==> src/rtl/mem_arbiter.sv <==
// mem_arbiter: shares one single-ported memory between an instruction-fetch
// port (IF) and a load/store port (DM).
//
// Ports:
//   clk, rst               clock; asynchronous active-low reset
//   if_req/if_addr         fetch request (held until if_valid)
//   if_valid/if_rdata      one-cycle fetch completion and fetched word
//   dm_req/dm_we/dm_addr/
//   dm_wdata/dm_mode       load/store request (held until dm_valid)
//   dm_valid/dm_rdata      one-cycle data completion and load data
//   err                    timeout flag, meaningful with if_valid/dm_valid
//   mem_req/mem_we/mem_addr/
//   mem_wdata/mem_mode     registered request to the memory
//   mem_ready/mem_rdata    memory completion and read data
//   stall                  combinational: some request still waiting for valid
//
// Each access walks IDLE -> BUSY -> RESP, so it takes at least three cycles.
// Ties in IDLE go to the port that did not win last time.
module mem_arbiter #(
  parameter int unsigned TIMEOUT_CYC = 16
) (
  input  logic        clk,
  input  logic        rst,
  input  logic        if_req,
  input  logic [31:0] if_addr,
  output logic        if_valid,
  output logic [31:0] if_rdata,
  input  logic        dm_req,
  input  logic        dm_we,
  input  logic [31:0] dm_addr,
  input  logic [31:0] dm_wdata,
  input  logic [2:0]  dm_mode,
  output logic        dm_valid,
  output logic [31:0] dm_rdata,
  output logic        err,
  output logic        mem_req,
  output logic        mem_we,
  output logic [31:0] mem_addr,
  output logic [31:0] mem_wdata,
  output logic [2:0]  mem_mode,
  input  logic        mem_ready,
  input  logic [31:0] mem_rdata,
  output logic        stall
);

  localparam int unsigned DW     = 32;
  localparam int unsigned AW     = 32;
  localparam int unsigned MODE_W = 3;
  localparam int unsigned CNT_W  = (TIMEOUT_CYC > 1) ? $clog2(TIMEOUT_CYC) : 1;

  localparam logic [CNT_W-1:0]  CNT_LAST  = CNT_W'(TIMEOUT_CYC - 1);
  localparam logic [MODE_W-1:0] MODE_WORD = 3'b010;

  // last_grant encoding; it also names the port owning the access in flight
  localparam logic GRANT_IF = 1'b0;
  localparam logic GRANT_DM = 1'b1;

  typedef enum logic [1:0] {
    S_IDLE = 2'd0,
    S_BUSY = 2'd1,
    S_RESP = 2'd2
  } state_e;

  state_e              state_q,     state_d;
  logic                grant_q,     grant_d;
  logic [CNT_W-1:0]    cnt_q,       cnt_d;
  logic                mem_req_q,   mem_req_d;
  logic                mem_we_q,    mem_we_d;
  logic [AW-1:0]       mem_addr_q,  mem_addr_d;
  logic [DW-1:0]       mem_wdata_q, mem_wdata_d;
  logic [MODE_W-1:0]   mem_mode_q,  mem_mode_d;
  logic                if_valid_q,  if_valid_d;
  logic                dm_valid_q,  dm_valid_d;
  logic [DW-1:0]       if_rdata_q,  if_rdata_d;
  logic [DW-1:0]       dm_rdata_q,  dm_rdata_d;
  logic                err_q,       err_d;

  // Completion of the access in flight (normal or aborted)
  logic                resp_fire_c;
  logic                resp_err_c;
  logic [DW-1:0]       resp_data_c;

  // State register
  always_ff @(posedge clk or negedge rst) begin
    if (!rst) begin
      state_q     <= S_IDLE;
      grant_q     <= GRANT_DM;
      cnt_q       <= '0;
      mem_req_q   <= 1'b0;
      mem_we_q    <= 1'b0;
      mem_addr_q  <= '0;
      mem_wdata_q <= '0;
      mem_mode_q  <= '0;
      if_valid_q  <= 1'b0;
      dm_valid_q  <= 1'b0;
      if_rdata_q  <= '0;
      dm_rdata_q  <= '0;
      err_q       <= 1'b0;
    end else begin
      state_q     <= state_d;
      grant_q     <= grant_d;
      cnt_q       <= cnt_d;
      mem_req_q   <= mem_req_d;
      mem_we_q    <= mem_we_d;
      mem_addr_q  <= mem_addr_d;
      mem_wdata_q <= mem_wdata_d;
      mem_mode_q  <= mem_mode_d;
      if_valid_q  <= if_valid_d;
      dm_valid_q  <= dm_valid_d;
      if_rdata_q  <= if_rdata_d;
      dm_rdata_q  <= dm_rdata_d;
      err_q       <= err_d;
    end
  end

  // Next-state and registered-output logic
  always_comb begin
    state_d     = state_q;
    grant_d     = grant_q;
    cnt_d       = cnt_q;
    mem_req_d   = mem_req_q;
    mem_we_d    = mem_we_q;
    mem_addr_d  = mem_addr_q;
    mem_wdata_d = mem_wdata_q;
    mem_mode_d  = mem_mode_q;
    if_valid_d  = 1'b0;
    dm_valid_d  = 1'b0;
    if_rdata_d  = if_rdata_q;
    dm_rdata_d  = dm_rdata_q;
    err_d       = err_q;
    resp_fire_c = 1'b0;
    resp_err_c  = 1'b0;
    resp_data_c = '0;

    case (state_q)
      S_IDLE: begin
        if (if_req || dm_req) begin
          // Tie goes to whoever lost last time; a lone requester simply wins
          if (if_req && dm_req) begin
            grant_d = ~grant_q;
          end else begin
            grant_d = dm_req ? GRANT_DM : GRANT_IF;
          end

          if (grant_d == GRANT_DM) begin
            mem_we_d    = dm_we;
            mem_addr_d  = dm_addr;
            mem_wdata_d = dm_wdata;
            mem_mode_d  = dm_mode;
          end else begin
            mem_we_d    = 1'b0;
            mem_addr_d  = if_addr;
            mem_wdata_d = '0;
            mem_mode_d  = MODE_WORD;
          end

          mem_req_d = 1'b1;
          cnt_d     = '0;
          state_d   = S_BUSY;
        end
      end

      S_BUSY: begin
        // mem_ready wins over a timeout landing in the same cycle
        if (mem_ready) begin
          resp_fire_c = 1'b1;
          resp_err_c  = 1'b0;
          resp_data_c = mem_rdata;
        end else if (cnt_q == CNT_LAST) begin
          resp_fire_c = 1'b1;
          resp_err_c  = 1'b1;
          resp_data_c = '0;
        end else begin
          cnt_d = cnt_q + CNT_W'(1);
        end
      end

      S_RESP: begin
        // valid is high this cycle; requests are not looked at until IDLE
        cnt_d   = '0;
        state_d = S_IDLE;
      end

      default: begin
        state_d = S_IDLE;
      end
    endcase

    // Retire the access: drop the memory request and notify the owner
    if (resp_fire_c) begin
      mem_req_d = 1'b0;
      err_d     = resp_err_c;
      state_d   = S_RESP;
      if (grant_q == GRANT_DM) begin
        dm_rdata_d = resp_data_c;
        dm_valid_d = 1'b1;
      end else begin
        if_rdata_d = resp_data_c;
        if_valid_d = 1'b1;
      end
    end
  end

  assign if_valid  = if_valid_q;
  assign if_rdata  = if_rdata_q;
  assign dm_valid  = dm_valid_q;
  assign dm_rdata  = dm_rdata_q;
  assign err       = err_q;
  assign mem_req   = mem_req_q;
  assign mem_we    = mem_we_q;
  assign mem_addr  = mem_addr_q;
  assign mem_wdata = mem_wdata_q;
  assign mem_mode  = mem_mode_q;

  // Pipeline freeze while either port is still waiting for its completion
  assign stall = (if_req & ~if_valid_q) | (dm_req & ~dm_valid_q);

endmodule

==> config.mk <==
export PLATFORM = sky130hd
export DESIGN_NAME = mem_arbiter
export DESIGN_NICKNAME = d
export VERILOG_FILES = /design/src/rtl/mem_arbiter.sv
export SDC_FILE = /design/constraint.sdc
export NUM_CORES = 1
export LEC_CHECK = 0
export ABC_AREA = 1
export CAP_MARGIN = 20
export CORE_MARGIN = 4
export CORE_UTILIZATION = 45
export DETAILED_ROUTE_END_ITERATION = 12
export PLACE_DENSITY = 0.95
export SYNTH_ARGS = -nofsm -noshare
export SYNTH_HDL_FRONTEND = slang
export SYNTH_SLANG_ARGS = --single-unit
==> constraint.sdc <==
create_clock -name clk -period 3.4 [get_ports clk]
set_input_delay 1.02 -clock clk [delete_from_list [all_inputs] [get_ports clk]]
set_output_delay 1.02 -clock clk [all_outputs]
set_load 0.02 [all_outputs]
==> key figures <==
Status
  • Status: finished clean

Pwr
  • Peak supply drop: 0.491 mV
  • Lkg Pwr: 4.17 nW
  • Pwr Density: 982 nW/µm²

Clock tree
  • Clk pin slew, worst setup/hold paths: 60 ps
  • Clk root buf: clkbuf_16
  • Clk buf depth: 2
  • Postcts setup bufs: 0
  • CTS tree: yes
  • # clock sinks: 143
  • Cts bufs inserted: 17
  • H-tree levels: 4
  • Clock Latency Late Sink: 420 ps

Die
  • IO Pins: 274
  • Initial core utilization: 0.466
  • Core box area: 12,800 µm²
  • Die height: 123 µm
  • Row cnt: 41
  • Die Wd: 123 µm
  • Die footprint: 15,100 µm²

Timing
  • Final setup fails: 0
  • Final hold violation count: 0
  • Setup ws final: 273 ps
  • Fin crit share: 0.920
  • Max-slew violation count: 0
  • Max Fclk: 320 MHz
  • Worst Max-Slew Pin Slew: 727 ps
  • Post-route minimum period: 3130 ps
  • RSZ-0062 raised after global routing: false
  • Slew HR: 0.516
  • Final Skew: 7.11 ps

Yosys
  • Ys Warns: 0
  • Async SR Flop Fraction: 1.00
  • Sequential cell area fraction in the yosys report: 0.601
  • Register bit total from synthesis: 143
  • Post-synth EDFFs: 0
  • Syn_nets: 774
  • Top cell types by occurrence after synthesis: 245 x nand2_1, 142 x dfrtp_1, 71 x nand3_1
  • Avg Cell Area, Syn: 9.36 µm²
  • Most common cell in the netlist: nand2_1
  • Synth area leader: dfrtp_1
  • Synthesized area: 5950 µm²
  • Top FF cell, synth: dfrtp_1
  • Syn Inst Count: 636
  • Top cell type's share of synthesized area: 0.597
  • Unique masters post-synth: 25
  • Top cells by area, synth: dfrtp_1 60%, nand2_1 15%, nand3_1 6.0%, o21a_1 4.0%, o21ai_0 3.4%

Worst setup path
  • Critical path class: in2out
  • Crit path capture type: primary output
  • CP startpoint kind: primary input
  • Worst EP arrival: 2110 ps
  • Req. time, crit path: 2380 ps
  • Crit path max fanout: 2

GRT
  • Grt met3 use: 0.0787
  • Grt ovf: 0
  • Vias in the first global route: 5,517
  • Largest net degree at the start of global routing: 71
  • GRT Util Overall: 0.233
  • Met2 usage: 0.399
  • Met1 usage: 0.266
  • First-pass GRT wire length: 27,300 µm
  • Most used routing layer: met2
  • Initial antenna violation count: 1

Place
  • Dpl ws: -17.5 ps
  • Input/output buffers: 273
  • Area after DPL: 8730 µm²
  • DP HPWL: 12,500 µm
  • Gp weighted congestion: 0.815
  • Placed Cells: 1,051

Routing
  • Drt pass-1 iters: 4
  • WL/cell: 16.4 µm
  • ANT nets after route: 0
  • Vias per inst: 5.04
  • DR vias: 5,450
  • Routed WL: 17,700 µm
  • DRC: 0
  • Initial DRC count: 362

Worst hold path
  • HP Class: reg2reg

Finish
  • Final nets: 1,036
  • Fin cells: 1,081
  • Finished Cell Area: 9280 µm²
  • Final core occ: 0.727
  • Area grow syn2layout: 55.9%
  • Layout cells sized above 1: 0.0605
  • Antenna diodes: 0

Flow run
  • Max-Cap Viols: 0
cell type report:
class,instances,area (µm²)
sequential,143,3580
tap,172,215
clock inverter,9,86.3
clock buffer,21,470
timing repair buffer,282,2830
inverter,16,60.1
fill,888,3490
multi-input combinational,438,2040
critical path, stage by stage:
cell	delay, ps
clkdlybuf4s50_1	510
inv_1	50
o22ai_1	160
dlygate4sd2_1	350
layer usage:
metal / wire length [µm] / vias to the layer above
met5: 13 / -
met4: 543 / 2
met3: 1590 / 42
met2: 8940 / 219
met1: 6640 / 2592
li1: - / 2595
state kept, by name, summed over array words and instances, names as in the netlist, 2 cells and up:
name / cells
mem_mode: 3
mem_addr: 32
mem_wdata: 32
state_q: 2
dm_rdata: 32
if_rdata: 32
cnt_q: 4
final timing paths:
| path | startpoint | end | slack (ps) | cells past startpoint |
|---|---|---|---|---|
| setup / recovery | if_req | stall | 270 | 4 |
| hold / removal | mem_wdata[4] | mem_wdata[4] | 470 | 2 |
| setup reg to reg | grant_q | mem_addr[26] | 1070 | 6 |
| hold reg to reg | mem_wdata[4] | mem_wdata[4] | 470 | 2 |
| max in group asynchronous | rst | mem_wdata[31] | 2040 | 2 |
| min in group asynchronous | rst | if_rdata[7] | 590 | 1 |
cells in the final DEF, fill, tap and decap left out, drive strengths merged:
cell           instances
nor3                   1
nand2                250
nor2                  10
bufinv                 1
dfrtp                142
clkinv                 5
buf                   10
inv                   17
ha                     1
clkdlybuf4s50        271
o21ai                 68
a31oi                  1
nand4                  1
dfstp                  1
o21a                  32
dlygate4sd2            1
clkbuf                21
clkinvlp               2
nand3                 73
o22ai                  1
timing repair:
item                       in CTS  in global routing
resized for setup               1                  0
hold endpoints to repair        0                  0
setup endpoints to repair       1                  0
hold buffers                    0                  0
power by group:
part / switching [mW] / internal (mW)
Clock: 0.695 / 1.06
Sequential: 0.515 / 2.51
Combinational: 2.37 / 1.96
Total: 3.58 / 5.53
logic make-up (layout without fill, tap and decap cells):
kind of cell,Yosys count,after routing,synth area share
AND/OR/NAND/NOR,335,335,0.242
AO/OA/AOI/OAI,102,102,0.0996
adder cells (fa/ha/maj),1,1,0.00210
buffers and inverters,55,328,0.0551
flip-flops,143,143,0.601
through the flow:
stage                     total power, mW  setup TNS, ps  hold WS (ps)
final                                9.11              0           469
after global routing                 9.62              0           488
after CTS                            9.18              0           471
after detailed placement             7.41          -17.5           457
after global placement               7.27          -20.4           454
after floorplan                      5.28              0           511
Power figures use the tool's default switching activity.
